File: src/rtl/acq_sequencer_if.sv
// Bundle of command, trigger, photon and result-handshake signals for acq_sequencer.
// The host side is the master; the sequencer itself is the slave.
interface acq_sequencer_if #(
  parameter int unsigned CNT_W = 32
);
  logic             cmd_valid;
  logic [15:0]      cmd;
  logic             pattern_trig;
  logic             photon;
  logic             gate;
  logic [CNT_W-1:0] result;
  logic [11:0]      result_idx;
  logic             result_valid;
  logic             result_ready;
  logic             busy;
  logic             done;
  logic             overrun;

  modport master (
    output cmd_valid, cmd, pattern_trig, photon, result_ready,
    input  gate, result, result_idx, result_valid, busy, done, overrun
  );

  modport slave (
    input  cmd_valid, cmd, pattern_trig, photon, result_ready,
    output gate, result, result_idx, result_valid, busy, done, overrun
  );
endinterface

File: src/rtl/acq_sequencer.sv
// Per-pattern acquisition sequencer: SPI command decode, trigger-started photon-count
// gate of LEN*GATE_TICK cycles, and a valid/ready result hand-off per frame.
module acq_sequencer #(
  parameter int unsigned GATE_TICK = 100,
  parameter int unsigned CNT_W     = 32
) (
  input  logic           clk_i,
  input  logic           rst_i,
  acq_sequencer_if.slave bus
);
  localparam int unsigned       TICK_W    = (GATE_TICK > 1) ? $clog2(GATE_TICK) : 1;
  localparam logic [TICK_W-1:0] TICK_LAST = TICK_W'(GATE_TICK - 1);

  typedef enum logic [1:0] {S_IDLE, S_ARMED, S_GATE} state_e;

  state_e            state_q;
  logic [11:0]       len_q;
  logic [11:0]       nframes_q;
  logic [11:0]       unit_q;
  logic [11:0]       frame_idx_q;
  logic [11:0]       result_idx_q;
  logic [TICK_W-1:0] tick_q;
  logic [CNT_W-1:0]  count_q;
  logic [CNT_W-1:0]  result_q;
  logic              trig_q;
  logic              gate_q;
  logic              busy_q;
  logic              done_q;
  logic              result_valid_q;
  logic              overrun_q;

  logic              cmd_stop;
  logic              cmd_arm;
  logic              cmd_len;
  logic              cmd_nframes;
  logic              trig_edge;
  logic              gate_end;
  logic              last_frame;
  logic              accept;
  logic [11:0]       len_eff;
  logic [CNT_W-1:0]  count_d;

  assign cmd_stop    = bus.cmd_valid && (bus.cmd == 16'h0000);
  assign cmd_arm     = bus.cmd_valid && (bus.cmd == 16'hFFFF);
  assign cmd_len     = bus.cmd_valid && (bus.cmd[15:12] == 4'h1);
  assign cmd_nframes = bus.cmd_valid && (bus.cmd[15:12] == 4'h2);
  assign trig_edge   = bus.pattern_trig && !trig_q;

  // A programmed length of zero behaves as a single unit.
  assign len_eff    = (len_q == 12'd0) ? 12'd1 : len_q;
  assign gate_end   = (tick_q == TICK_LAST) && (unit_q == len_eff - 12'd1);
  assign last_frame = (nframes_q != 12'd0) && (frame_idx_q == nframes_q - 12'd1);
  assign accept     = !result_valid_q || bus.result_ready;
  assign count_d    = (bus.photon && (count_q != '1)) ? count_q + CNT_W'(1) : count_q;

  // NOTE: every register here uses non-blocking assignments; a later assignment in the
  // same cycle deliberately overrides an earlier default (e.g. a result load beats a consume).
  always_ff @(posedge clk_i) begin
    if (rst_i) begin
      state_q        <= S_IDLE;
      len_q          <= 12'd1;
      nframes_q      <= 12'd0;
      unit_q         <= 12'd0;
      frame_idx_q    <= 12'd0;
      result_idx_q   <= 12'd0;
      tick_q         <= '0;
      count_q        <= '0;
      result_q       <= '0;
      trig_q         <= 1'b0;
      gate_q         <= 1'b0;
      busy_q         <= 1'b0;
      done_q         <= 1'b0;
      result_valid_q <= 1'b0;
      overrun_q      <= 1'b0;
    end else begin
      trig_q <= bus.pattern_trig;
      done_q <= 1'b0;
      if (result_valid_q && bus.result_ready) begin
        result_valid_q <= 1'b0;
      end

      if (cmd_stop) begin
        state_q <= S_IDLE;
        gate_q  <= 1'b0;
        busy_q  <= 1'b0;
      end else begin
        unique case (state_q)
          S_IDLE: begin
            if (cmd_arm) begin
              state_q     <= S_ARMED;
              busy_q      <= 1'b1;
              overrun_q   <= 1'b0;
              frame_idx_q <= 12'd0;
            end else if (cmd_len) begin
              len_q <= bus.cmd[11:0];
            end else if (cmd_nframes) begin
              nframes_q <= bus.cmd[11:0];
            end
          end

          S_ARMED: begin
            if (trig_edge) begin
              state_q <= S_GATE;
              gate_q  <= 1'b1;
              count_q <= '0;
              tick_q  <= '0;
              unit_q  <= 12'd0;
            end
          end

          S_GATE: begin
            count_q <= count_d;
            if (trig_edge) begin
              overrun_q <= 1'b1;
            end
            if (tick_q == TICK_LAST) begin
              tick_q <= '0;
              unit_q <= unit_q + 12'd1;
            end else begin
              tick_q <= tick_q + TICK_W'(1);
            end

            if (gate_end) begin
              gate_q      <= 1'b0;
              frame_idx_q <= frame_idx_q + 12'd1;
              if (accept) begin
                result_q       <= count_d;
                result_idx_q   <= frame_idx_q;
                result_valid_q <= 1'b1;
              end else begin
                overrun_q <= 1'b1;
              end
              if (last_frame) begin
                state_q <= S_IDLE;
                busy_q  <= 1'b0;
                done_q  <= 1'b1;
              end else begin
                state_q <= S_ARMED;
              end
            end
          end

          default: begin
            state_q <= S_IDLE;
            gate_q  <= 1'b0;
            busy_q  <= 1'b0;
          end
        endcase
      end
    end
  end

  assign bus.gate         = gate_q;
  assign bus.result       = result_q;
  assign bus.result_idx   = result_idx_q;
  assign bus.result_valid = result_valid_q;
  assign bus.busy         = busy_q;
  assign bus.done         = done_q;
  assign bus.overrun      = overrun_q;
endmodule

File: src/flat_wrapper.sv
// flat-port wrapper written by rule: the top's interface ports become plain ports
module acq_sequencer_flat 
#(
  parameter int unsigned GATE_TICK = 100,
  parameter int unsigned CNT_W     = 32
)
  (clk_i, rst_i, bus_cmd_valid, bus_cmd, bus_pattern_trig, bus_photon, bus_result_ready, bus_gate, bus_result, bus_result_idx, bus_result_valid, bus_busy, bus_done, bus_overrun);
  acq_sequencer_if #(.CNT_W(CNT_W)) bus_i ();
  input  logic clk_i;
  input  logic rst_i;
  input wire logic [$bits(bus_i.cmd_valid)-1:0] bus_cmd_valid;
  input wire logic [$bits(bus_i.cmd)-1:0] bus_cmd;
  input wire logic [$bits(bus_i.pattern_trig)-1:0] bus_pattern_trig;
  input wire logic [$bits(bus_i.photon)-1:0] bus_photon;
  input wire logic [$bits(bus_i.result_ready)-1:0] bus_result_ready;
  output wire logic [$bits(bus_i.gate)-1:0] bus_gate;
  output wire logic [$bits(bus_i.result)-1:0] bus_result;
  output wire logic [$bits(bus_i.result_idx)-1:0] bus_result_idx;
  output wire logic [$bits(bus_i.result_valid)-1:0] bus_result_valid;
  output wire logic [$bits(bus_i.busy)-1:0] bus_busy;
  output wire logic [$bits(bus_i.done)-1:0] bus_done;
  output wire logic [$bits(bus_i.overrun)-1:0] bus_overrun;
  assign bus_i.cmd_valid = bus_cmd_valid;
  assign bus_i.cmd = bus_cmd;
  assign bus_i.pattern_trig = bus_pattern_trig;
  assign bus_i.photon = bus_photon;
  assign bus_i.result_ready = bus_result_ready;
  assign bus_gate = bus_i.gate;
  assign bus_result = bus_i.result;
  assign bus_result_idx = bus_i.result_idx;
  assign bus_result_valid = bus_i.result_valid;
  assign bus_busy = bus_i.busy;
  assign bus_done = bus_i.done;
  assign bus_overrun = bus_i.overrun;
  acq_sequencer #(.GATE_TICK(GATE_TICK), .CNT_W(CNT_W)) u_core (.clk_i(clk_i), .rst_i(rst_i), .bus(bus_i));
endmodule
File: config.mk
export PLATFORM = sky130hd
export DESIGN_NAME = acq_sequencer_flat
export DESIGN_NICKNAME = d
export VERILOG_FILES = /design/src/rtl/acq_sequencer_if.sv /design/src/rtl/acq_sequencer.sv /design/src/flat_wrapper.sv
export SDC_FILE = /design/constraint.sdc
export NUM_CORES = 1
export LEC_CHECK = 0
export ABC_AREA = 0
export BUFFER_PORTS_ARGS = -buffer_cell sky130_fd_sc_hd__buf_2
export CAP_MARGIN = 20
export CORE_MARGIN = 2
export CORE_UTILIZATION = 45
export DETAILED_ROUTE_END_ITERATION = 12
export SYNTH_ARGS = -nofsm -noshare
export SYNTH_HDL_FRONTEND = slang
export SYNTH_SLANG_ARGS = --single-unit
File: constraint.sdc
create_clock -name clk_i -period 4.7 [get_ports clk_i]
set_input_delay 0.235 -clock clk_i [delete_from_list [all_inputs] [get_ports clk_i]]
set_output_delay 0.235 -clock clk_i [all_outputs]
set_load 0.05 [all_outputs]
After elaboration in Yosys (flattened, before gate mapping)

Index checks and enable logic that the tools add are counted.

Equality and inequality tests: 14
Reductions and logical operators: 30
Add/sub/neg operators: 6
Muxes and demuxes: 36
Bitwise operators: 7

Operators by type and width:

| operator              | number |
|---|---|
| $mux 32               | 2 |
| $pmux 32 s2           | 1 |
| $mux 12               | 5 |
| $pmux 12 s2           | 2 |
| $add 32x1->32 const B | 1 |
| $ne 32x32->1 const B  | 1 |
| $add 12x1->12 const B | 2 |
| $eq 12x12->1          | 2 |
| $sub 12x1->12 const B | 2 |
| $reduce_and 4->1      | 5 |
| $eq 16x16->1 const B  | 1 |
| $logic_not 16->1      | 1 |
| $mux 1                | 16 |
| $mux 7                | 2 |
| $pmux 7 s2            | 1 |
| $logic_not 12->1      | 1 |
| $reduce_and 3->1      | 4 |
| $reduce_bool 12->1    | 1 |
| $ne 2x1->1 const B    | 5 |
| $logic_and 1x1->1     | 9 |
| $add 7x1->7 const B   | 1 |
| $eq 7x7->1 const B    | 1 |
| $not 1->1             | 7 |
| $mux 2                | 3 |
| 14 further kinds      | 17 |

Bits in registers: 139
Input bits: 22

Logic depth before layout (Yosys ltp)

Gate-level depths: netlist of the first run.

Depth in word-level cells: 8
Mapped depth: 14

Worst setup path after synthesis of the first run

OpenSTA, ideal clock, no wires.

Kind: reg-to-reg
From: register u_core.len_q[3]
To: register u_core.result_q[11] (netlist: u_core.bus.result[11])
Buffers on the path: 3
Setup slack: 0.995 ns
Data arrival time: 3.582 ns
Library setup time: 0.123 ns
Cell stages (with the launch flop): 15
Path through: dfxtp_1 -> buf_6 -> or4_4 -> nor3_1 -> a21oi_1 -> ha_1 -> xnor2_1 -> a221oi_1 -> nand4_1 -> nor4_4 -> nand4_4 -> nor3b_2 -> buf_4 -> buf_8 -> mux2_1

Longest elaborated chain between the ends: 6

RTL lines:

| what                         | RTL line             | text |
|---|---|---|
| start, declared              | acq_sequencer.sv:17  | `logic [11:0] len_q;` |
| start signal, assigned       | acq_sequencer.sv:95  | `len_q <= bus.cmd[11:0];` |
| $logic_not 12->1             | acq_sequencer.sv:50  | `assign len_eff = (len_q == 12'd0) ? 12'd1 : len_q;` |
| $mux 12 *                    | acq_sequencer.sv:50  |  |
| $sub 12x1->12 *              | acq_sequencer.sv:51  | `assign gate_end = (tick_q == TICK_LAST) && (unit_q == len_eff - 12'd1);` |
| $eq 12x12->1 *               | acq_sequencer.sv:51  |  |
| $logic_and 1x1->1 *          | acq_sequencer.sv:51  |  |
| $reduce_and 4->1 (no line) * | -                    |  |
| end signal, assigned         | acq_sequencer.sv:127 | `result_q <= count_d;` |
| end, declared                | acq_sequencer.sv:24  | `logic [CNT_W-1:0] result_q;` |

Every way passes the cells marked *; elsewhere a longest branch is shown, timed or not.
A chain may end at the register's enable or synchronous reset.

Worst setup path after layout of the first run

From: register u_core.len_q[2]
To: register u_core.result_q[3] (netlist: u_core.bus.result[3])

The elaborated chain is that of the path after synthesis.

==> results of run 1 <==
routing by layer:
metal	up-vias	GRT usage	wire length [um]
met1	3194	0.275	8870
met4	0	0.0561	165
met2	137	0.379	9600
li1	3445	-	-
met5	-	0	0
met3	14	0.0449	740
metrics by stage:
stage | setup slack (ps) | power (uW) | area (sq um) | cells
after floorplan | 995 | 1270 | 7750 | 948
after global placement | 808 | 1300 | 8260 | 1200
after detailed placement | 729 | 1300 | 8260 | 1200
after CTS | 688 | 2590 | 8820 | 1232
after global routing | 477 | 2650 | 8820 | 1232
final | 663 | 2560 | 8820 | 1232
state kept, by name, indices dropped and copies added, names as in the netlist, 2 cells and up:
name,count
u_core.state_q,2
u_core.bus.result,32
u_core.len_q,12
u_core.frame_idx_q,12
u_core.bus.result_idx,12
u_core.tick_q,7
u_core.unit_q,12
u_core.nframes_q,12
u_core.count_q,32
how the worst max path moves through the flow:
stage          depth (start not counted)       startpoint                    end  slack (ps)
6_report                              12  u_core.len_q[2]   u_core.bus.result[3]         660
5_1_grt                               12  u_core.len_q[3]   u_core.bus.result[9]         480
4_1_cts                               12  u_core.len_q[3]   u_core.bus.result[3]         690
3_5_place_dp                          12  u_core.len_q[2]   u_core.bus.result[3]         730
3_3_place_gp                          12  u_core.len_q[3]   u_core.bus.result[5]         810
2_1_floorplan                         14  u_core.len_q[3]  u_core.bus.result[11]         990
layout make-up:
class                   instances  area, sq um
inverters                      21         78.8
fillers                      1631         7880
well taps                     220          275
clock buffers                  19          443
clock inverters                13          119
repair buffers                 83          463
multi-input cells             737         4660
flip-flops and latches        139         2780
where the power goes:
| part | internal [uW] | switching (uW) | total, uW |
|---|---|---|---|
| Sequential | 1180 | 4.57 | 1190 |
| Clock | 744 | 534 | 1280 |
| Combinational | 29.9 | 62.7 | 92.6 |
| Total | 1950 | 601 | 2560 |
cell usage after synthesis, types with 6 or more instances:
| cell type | count | area (sq um) |
|---|---|---|
| inv_1 | 20 | 75.1 |
| a22oi_1 | 7 | 52.6 |
| mux2_1 | 20 | 225 |
| a21oi_1 | 48 | 240 |
| mux2i_1 | 60 | 601 |
| nor4_1 | 18 | 113 |
| nand2b_1 | 17 | 106 |
| and2_1 | 6 | 37.5 |
| nor3_1 | 23 | 115 |
| clkbuf_1 | 43 | 161 |
| o21ai_0 | 41 | 205 |
| nor2b_1 | 25 | 156 |
| ha_1 | 6 | 75.1 |
| nand2_1 | 122 | 458 |
| and4_1 | 6 | 52.6 |
| and3_1 | 11 | 68.8 |
| nand4_1 | 22 | 138 |
| xnor2_1 | 41 | 359 |
| dfxtp_1 | 139 | 2780 |
| nor2_1 | 101 | 379 |
| nand3b_1 | 17 | 128 |
| xor2_1 | 25 | 219 |
| or3_1 | 10 | 62.6 |
| nand3_1 | 30 | 150 |
| a211oi_1 | 9 | 67.6 |
kinds of logic after synthesis:
family                   after synthesis  share of synthesized area
multiplexers                          81                      0.108
flip-flops                           139                      0.359
AO/OA/AOI/OAI                        150                      0.120
adder cells (fa/ha/maj)                6                    0.00969
AND/OR/NAND/NOR                      434                      0.287
buffers and inverters                 72                     0.0412
XOR/XNOR                              66                     0.0746
critical path, cell delays in order (launching register included):
cell and delay (ps):
dfxtp_1 370, or4_4 600, nor3_1 430, a21oi_1 140, ha_1 320, xnor2_1 130, a221oi_1 290, nand4_1 210
nor4_4 330, nand4_4 150, nor3b_4 260, buf_12 310, mux2_1 370
==> out/results.ini, run 1 <==
[routing]
first_pass_iters=5
routed_wl_mm=19.4
route.detailed.drc=0
via_count=6790
ant_nets=0
vias_per_cell=5.51
routedWlPerCell_um=15.7
drtIter0Drc=379

[final_layout]
antennaDiodeCount=0
area_growth_syn_to_layout_pct=13.9
final_nets=1027
layout_commonest_cell=dfxtp_1
layout_common_cells=dfxtp_1 (139), nand2_1 (122), nor2_1 (101)
drive_gt1_frac=0.127
utilization=0.528

[placed_design]
hpwl_mm=13.5
port_buffers=70
globalplace.congestion=0.856

[yosys]
netlist_area_sq_mm=0.00775
syn_area_per_cell_sq_um=8.17
yosys_register_bits=139
yosysUniqueCellTypes=70
async_flop_share=0
yosysWarnings=0
ys_seq_area_frac=0.359
syn_inst=948
syn-num-nets=976
synth-main-ff-cell=dfxtp_1
synth_edf_count=0

[floorplanning]
initial_core_util=0.464
rows=47
die_x_um=135
coreArea_sq_mm=0.0167
fp.dieH_um=135
die_area_sq_mm=0.0183
ios=71

[clocking]
postCtsSetupRepairBufs=0
path_clk_slew_ps=60
clk-insertion-delay-late_ps=420
cts_made_buffers=17
htree_levels=4
cts-root-buf=clkbuf_16
clockBufferDepth=2
hold_buffers=0
clkSinkCount=139
cts_tree=yes
cts_resized=0

[timing]
drv_slew=0
hold_violations=0
fmaxAchievable_ghz=0.248
max_slew_margin=0.358
finalSetupTns_ps=0
worst_slew_pin_slew_ps=952
finalClockSkew_ps=14.9
setup_viol=0
whs_ps=113
rsz0062_at_grt=false
period_minus_slack_ps=4040
period_share=0.859

[setup_path]
end_kind=flip-flop
worstPathRequired_ps=5010
r2r_slack_ps=660
worstSetupPathType=reg2reg
cp.arrival_ps=4340
cp_max_fo=44
startpoint_type=flip-flop
worst-r2r-cell-count=12
regToRegEndpoint=u_core.bus.result[3]
r2r_start=u_core.len_q[2]

[run_status]
status=finished clean

[power_and_ir_drop]
ir_drop_uv=252
p_leak_uw=0.00339
p_per_area_mw_per_mm2=290

[global_routing]
grtUsageTotal=0.218
grt.overflow.total=0
antenna_found_initial=0
grt_pass1_vias=6441
grt_max_degree=64
grt_pass1_wl_mm=32.1

[worst_hold_path]
hold_class=in2reg
hold_end=u_core.trig_q
min_path_cells=3
hold_path_startpoint=bus_pattern_trig

[run]
max_cap_viol_count=0

(Power assumes the default switching activity.)
==> run 2: changes to the inputs <==
CORE_UTILIZATION = 60   (was 45)
PLACE_DENSITY = 0.8   (was unset)
SLEW_MARGIN = 20   (was unset)
==> run 2 against run 1 <==
Against the previous run: clock-buffer cell count is 1 higher; cell area is 0.75% lower; sequential cell count stayed put; clock skew is 4.9 ps lower; largest cell class unchanged.
==> out/results.ini, run 2 (synthesized netlist as in run 1, its figures left out) <==
[power_and_ir_drop]
ir_drop_uv=348
p_leak_uw=0.00339
p_per_area_mw_per_mm2=294

[global_routing]
grt_pass1_vias=6447
antenna_found_initial=0
grt_pass1_wl_mm=31.5
grt_max_degree=102
grt.overflow.total=0
grtUsageTotal=0.276

[timing]
worst_slew_pin_slew_ps=1080
drv_slew=0
period_share=0.848
worst_slack_ps=713
fmaxAchievable_ghz=0.251
hold_violations=0
rsz0062_at_grt=false
period_minus_slack_ps=3990
finalSetupTns_ps=0
setup_viol=0
finalClockSkew_ps=10.0
max_slew_margin=0.271

[clocking]
path_clk_slew_ps=60
clkSinkCount=139
clk-insertion-delay-late_ps=430
hold_buffers=0
cts_tree=yes
clockBufferDepth=2
cts-root-buf=clkbuf_16
htree_levels=4
cts_resized=0
postCtsSetupRepairBufs=0
cts_made_buffers=17

[final_layout]
final_nets=1025
multiInputGateArea_sq_mm=0.00466
fillCellCount=1046
area_growth_syn_to_layout_pct=13.0
post-route-cell-area_sq_mm=0.00876
layout_commonest_cell=dfxtp_1
drive_gt1_frac=0.126
seq_area_sq_mm=0.00278
layout_common_cells=dfxtp_1 (139), nand2_1 (122), nor2_1 (101)
antennaDiodeCount=0
utilization=0.694

[floorplanning]
fp.dieH_um=118
coreArea_sq_mm=0.0126
die_area_sq_mm=0.0138
rows=41
initial_core_util=0.614
ios=71
die_x_um=118

[setup_path]
startpoint_type=flip-flop
worstPathRequired_ps=5020
worstSetupPathType=reg2reg
cp.arrival_ps=4300
end_kind=flip-flop
cp_max_fo=44

[routing]
ant_nets=0
first_pass_iters=5
vias_per_cell=5.91
routed_wl_mm=19.0
drtIter0Drc=680
route.detailed.drc=0
via_count=6989
routedWlPerCell_um=16.0

[run_status]
status=finished clean

[placed_design]
hpwl_mm=12.7
globalplace.congestion=0.995
port_buffers=70
placed_area_sq_mm=0.00819
pre_cts_ws_ps=727

[run]
max_cap_viol_count=0

[worst_hold_path]
hold_class=in2reg

## run 2: cell count changes in the layout (fill, tap and decap cells not counted)
cell        before  now
clkinv_4         3    2
inv_6            2    4
buf_4           13   11
clkbuf_8         1    2
a2111oi_1        0    1
clkinvlp_4       4    2
a2111oi_0        3    2
## run 2: routing by layer
| metal | GRT usage | vias to the layer above | share of wire |
|---|---|---|---|
| met5 | 0 | - | 0 |
| met4 | 0.0919 | 0 | 0.024 |
| met3 | 0.0683 | 39 | 0.054 |
| met2 | 0.470 | 229 | 0.49 |
| met1 | 0.343 | 3286 | 0.43 |
| li1 | - | 3435 | - |
## run 2: worst max-delay path, stage by stage, from the launching register on
cell and delay (ps):
dfxtp_1 390, or4_4 590, nor3_1 390, a21oi_1 140, ha_1 320, xnor2_1 120
a221oi_1 270, nand4_1 210, nor4_4 350, nand4_4 150, nor3b_4 250, buf_12 300
mux2_1 360
## run 2: worst paths after layout
kind	to	depth (start not counted)	slack [ps]	start
max reg2reg	u_core.bus.result[11]	12	710	u_core.len_q[3]
min	u_core.len_q[11]	3	120	bus_cmd[11]
max	u_core.bus.result[11]	12	710	u_core.len_q[3]
min reg2reg	u_core.bus.result[12]	2	450	u_core.bus.result[12]
## run 2: cell type report
cell class	count	share of cell area
clock buffer	20	0.0521
clock inverter	12	0.0129
timing repair buffer	81	0.0511
sequential	139	0.318
tap	172	0.0246
multi-input combinational	737	0.533
inverter	21	0.00900
## run 2: per-stage QoR
stage                     total power [uW]  cells  hold slack [ps]
after floorplan                       1270    948              360
after global placement                1300   1150              440
after detailed placement              1300   1150              448
after CTS                             2590   1182              101
after global routing                  2650   1182              118
final                                 2580   1182              119
## run 2: where the power goes
part | total, uW | leakage, uW | internal, uW | switching (uW)
sequential | 1190 | 0.00112 | 1180 | 4.82
combinational | 91.9 | 0.00199 | 29.8 | 62.0
clock | 1300 | 0.000278 | 760 | 538
==> run 3: changes to the inputs <==
ABC_AREA = 1   (was 0)
CORE_UTILIZATION = 54   (was 60)
PLACE_DENSITY = 0.76   (was 0.8)
clock period = 3.4 ns   (was 4.7 ns; I/O delays follow)
==> run 3 against run 2 <==
Against the previous run: register-to-register slack worse by 250 ps; first-iteration DRC count is 23% lower; clock skew down 1.9 ps; highest routed layer unchanged; critical endpoint is now u_core.bus.result[5]; synthesized cell count increased by 27%; largest cell class unchanged.
==> out/results.ini, run 3 <==
[run_status]
status=finished clean

[setup_path]
crit_path_frequent_cell=nand2_1
worstSetupPathType=reg2reg
cpLargestDelayFamily=simple AND/OR/NAND/NOR gates
critPathMaxStageDelay_ps=350
cp.arrival_ps=3300
cp_cell_sequence=nor2_2, nand2_1, nor2_2, nand2_2, nand2_1, inv_1, ha_1, nand2_2, inv_1, nand2_1, nand2_1, nand2_1, nand2_1, nor2_1, nand3_1, nor2_1, nand4_2, nor2_4, nand2_2, buf_12, nand2_1, nand2_1, nor2_1
cp_slowest_cell=dfxtp_1
path_buf_inv=3
worstPathRequired_ps=3760
cp_max_fo=86
startpoint_type=flip-flop
end_kind=flip-flop
r2r_slack_ps=460

[timing]
hold_violations=0
finalClockSkew_ps=8.17
rsz0062_at_grt=false
finalSetupTns_ps=0
drv_slew=0
setup_viol=0
period_share=0.864
period_minus_slack_ps=2940
max_slew_margin=0.621
worst_slew_pin_slew_ps=567
fmaxAchievable_ghz=0.340

[final_layout]
layout_common_cells=nand2_1 (313), nor2_1 (191), inv_1 (152)
area_growth_syn_to_layout_pct=13.5
fillCellCount=1315
fin_cells=1458
drive_gt1_frac=0.109
multiInputGateArea_sq_mm=0.00418
layout_commonest_cell=nand2_1
seq_area_sq_mm=0.00278
utilization=0.630
final_nets=1294
antennaDiodeCount=0

[floorplanning]
die_x_um=124
die_area_sq_mm=0.0153
coreArea_sq_mm=0.0139
initial_core_util=0.555
rows=43
fp.dieH_um=124
ios=71

[routing]
vias_per_cell=5.22
via_count=7617
first_pass_iters=6
ant_nets=0
route.detailed.drc=0
routedWlPerCell_um=13.1
drtIter0Drc=527
routed_wl_mm=19.0

[yosys]
synth_top_cell_area_share=0.360
syn_inst=1206
yosysUniqueCellTypes=40
synthTopCellsByCount=nand2_1 (313), nor2_1 (192), inv_1 (153)
netlist_area_sq_mm=0.00774
synth_edf_count=0
synth_most_common_cell=nand2_1
synth_largest_area_cell=dfxtp_1
synth-main-ff-cell=dfxtp_1
yosys_register_bits=139
syn_area_per_cell_sq_um=6.42
syn-num-nets=1234
async_flop_share=0
ys_seq_area_frac=0.360
yosysWarnings=0
synthTopCellsByArea=dfxtp_1 (36%), nand2_1 (15%), nor2_1 (9.3%), inv_1 (7.4%), a21oi_1 (5.4%)

[global_routing]
grt_max_degree=87
antenna_found_initial=0
grtUsageTotal=0.258
grt_pass1_vias=6841
grt_pass1_wl_mm=31.8
grt.overflow.total=0

[clocking]
htree_levels=4
cts_resized=0
hold_buffers=0
clockBufferDepth=2
cts-root-buf=clkbuf_16
postCtsSetupRepairBufs=0
cts_tree=yes
cts_made_buffers=17
path_clk_slew_ps=60
clkSinkCount=139
clk-insertion-delay-late_ps=430

[power_and_ir_drop]
p_int_uw=2830
sequentialPowerShare=0.438
swShare=0.253
pwr-share-clk=0.487
p_per_area_mw_per_mm2=431
p_leak_uw=0.00404
p_switching_uw=959
finalPower_uw=3790
combPwrFrac=0.075
ir_drop_uv=377

[placed_design]
dp.cells=1427
hpwl_mm=13.6
globalplace.congestion=0.918
port_buffers=70

[worst_hold_path]
hold_class=in2reg

[run]
max_cap_viol_count=0

[run 3: cells by family after synthesis]
group / after synthesis / share of synthesized area
XOR/XNOR: 58 / 0.0656
AND/OR/NAND/NOR: 667 / 0.367
adder cells (fa/ha/maj): 6 / 0.00970
buffers and inverters: 195 / 0.102
AO/OA/AOI/OAI: 141 / 0.0965
flip-flops: 139 / 0.360
[run 3: worst paths after layout]
kind	startpoint	cells after the start	end
min	bus_pattern_trig	3	u_core.trig_q
min reg2reg	u_core.bus.busy	2	u_core.bus.busy
max	u_core.len_q[9]	23	u_core.bus.result[5]
max reg2reg	u_core.len_q[9]	23	u_core.bus.result[5]
[run 3: stage by stage]
stage / area (sq um) / hold WS (ps) / setup slack (ps)
global route: 8780 / 45.3 / 107
floorplan: 7740 / 295 / 834
finish: 8780 / 10.9 / 462
global placement: 8200 / 434 / 611
detailed placement: 8200 / 443 / 529
CTS: 8780 / 4.28 / 495
[run 3: final cells by class]
| type | count | area share |
|---|---|---|
| clock inverters | 12 | 0.0162 |
| well taps | 180 | 0.0256 |
| flip-flops and latches | 139 | 0.317 |
| inverters | 158 | 0.0675 |
| clock buffers | 19 | 0.0504 |
| repair buffers | 78 | 0.0481 |
| multi-input cells | 872 | 0.475 |
[run 3: routing by layer]
metal | part of all wire | vias to the layer above | GRT usage
met4 | 0.019 | 0 | 0.0902
met3 | 0.052 | 32 | 0.0481
met5 | 0 | - | 0
met2 | 0.47 | 222 | 0.431
met1 | 0.46 | 3429 | 0.333
li1 | - | 3934 | -
[run 3: tightest hold or removal path, cell delays in order]
cell and delay, ps:
buf_2 100, inv_1 50, nor2_1 70
[run 3: power by group through the flow]
stage / Sequential [uW] / Combinational (uW) / Clock [uW]
final: 1660 / 284 / 1840
after CTS: 1660 / 280 / 1860
after floorplan: 1690 / 201 / 0
after detailed placement: 1700 / 278 / 0
after global placement: 1700 / 276 / 0
after global routing: 1660 / 320 / 1930
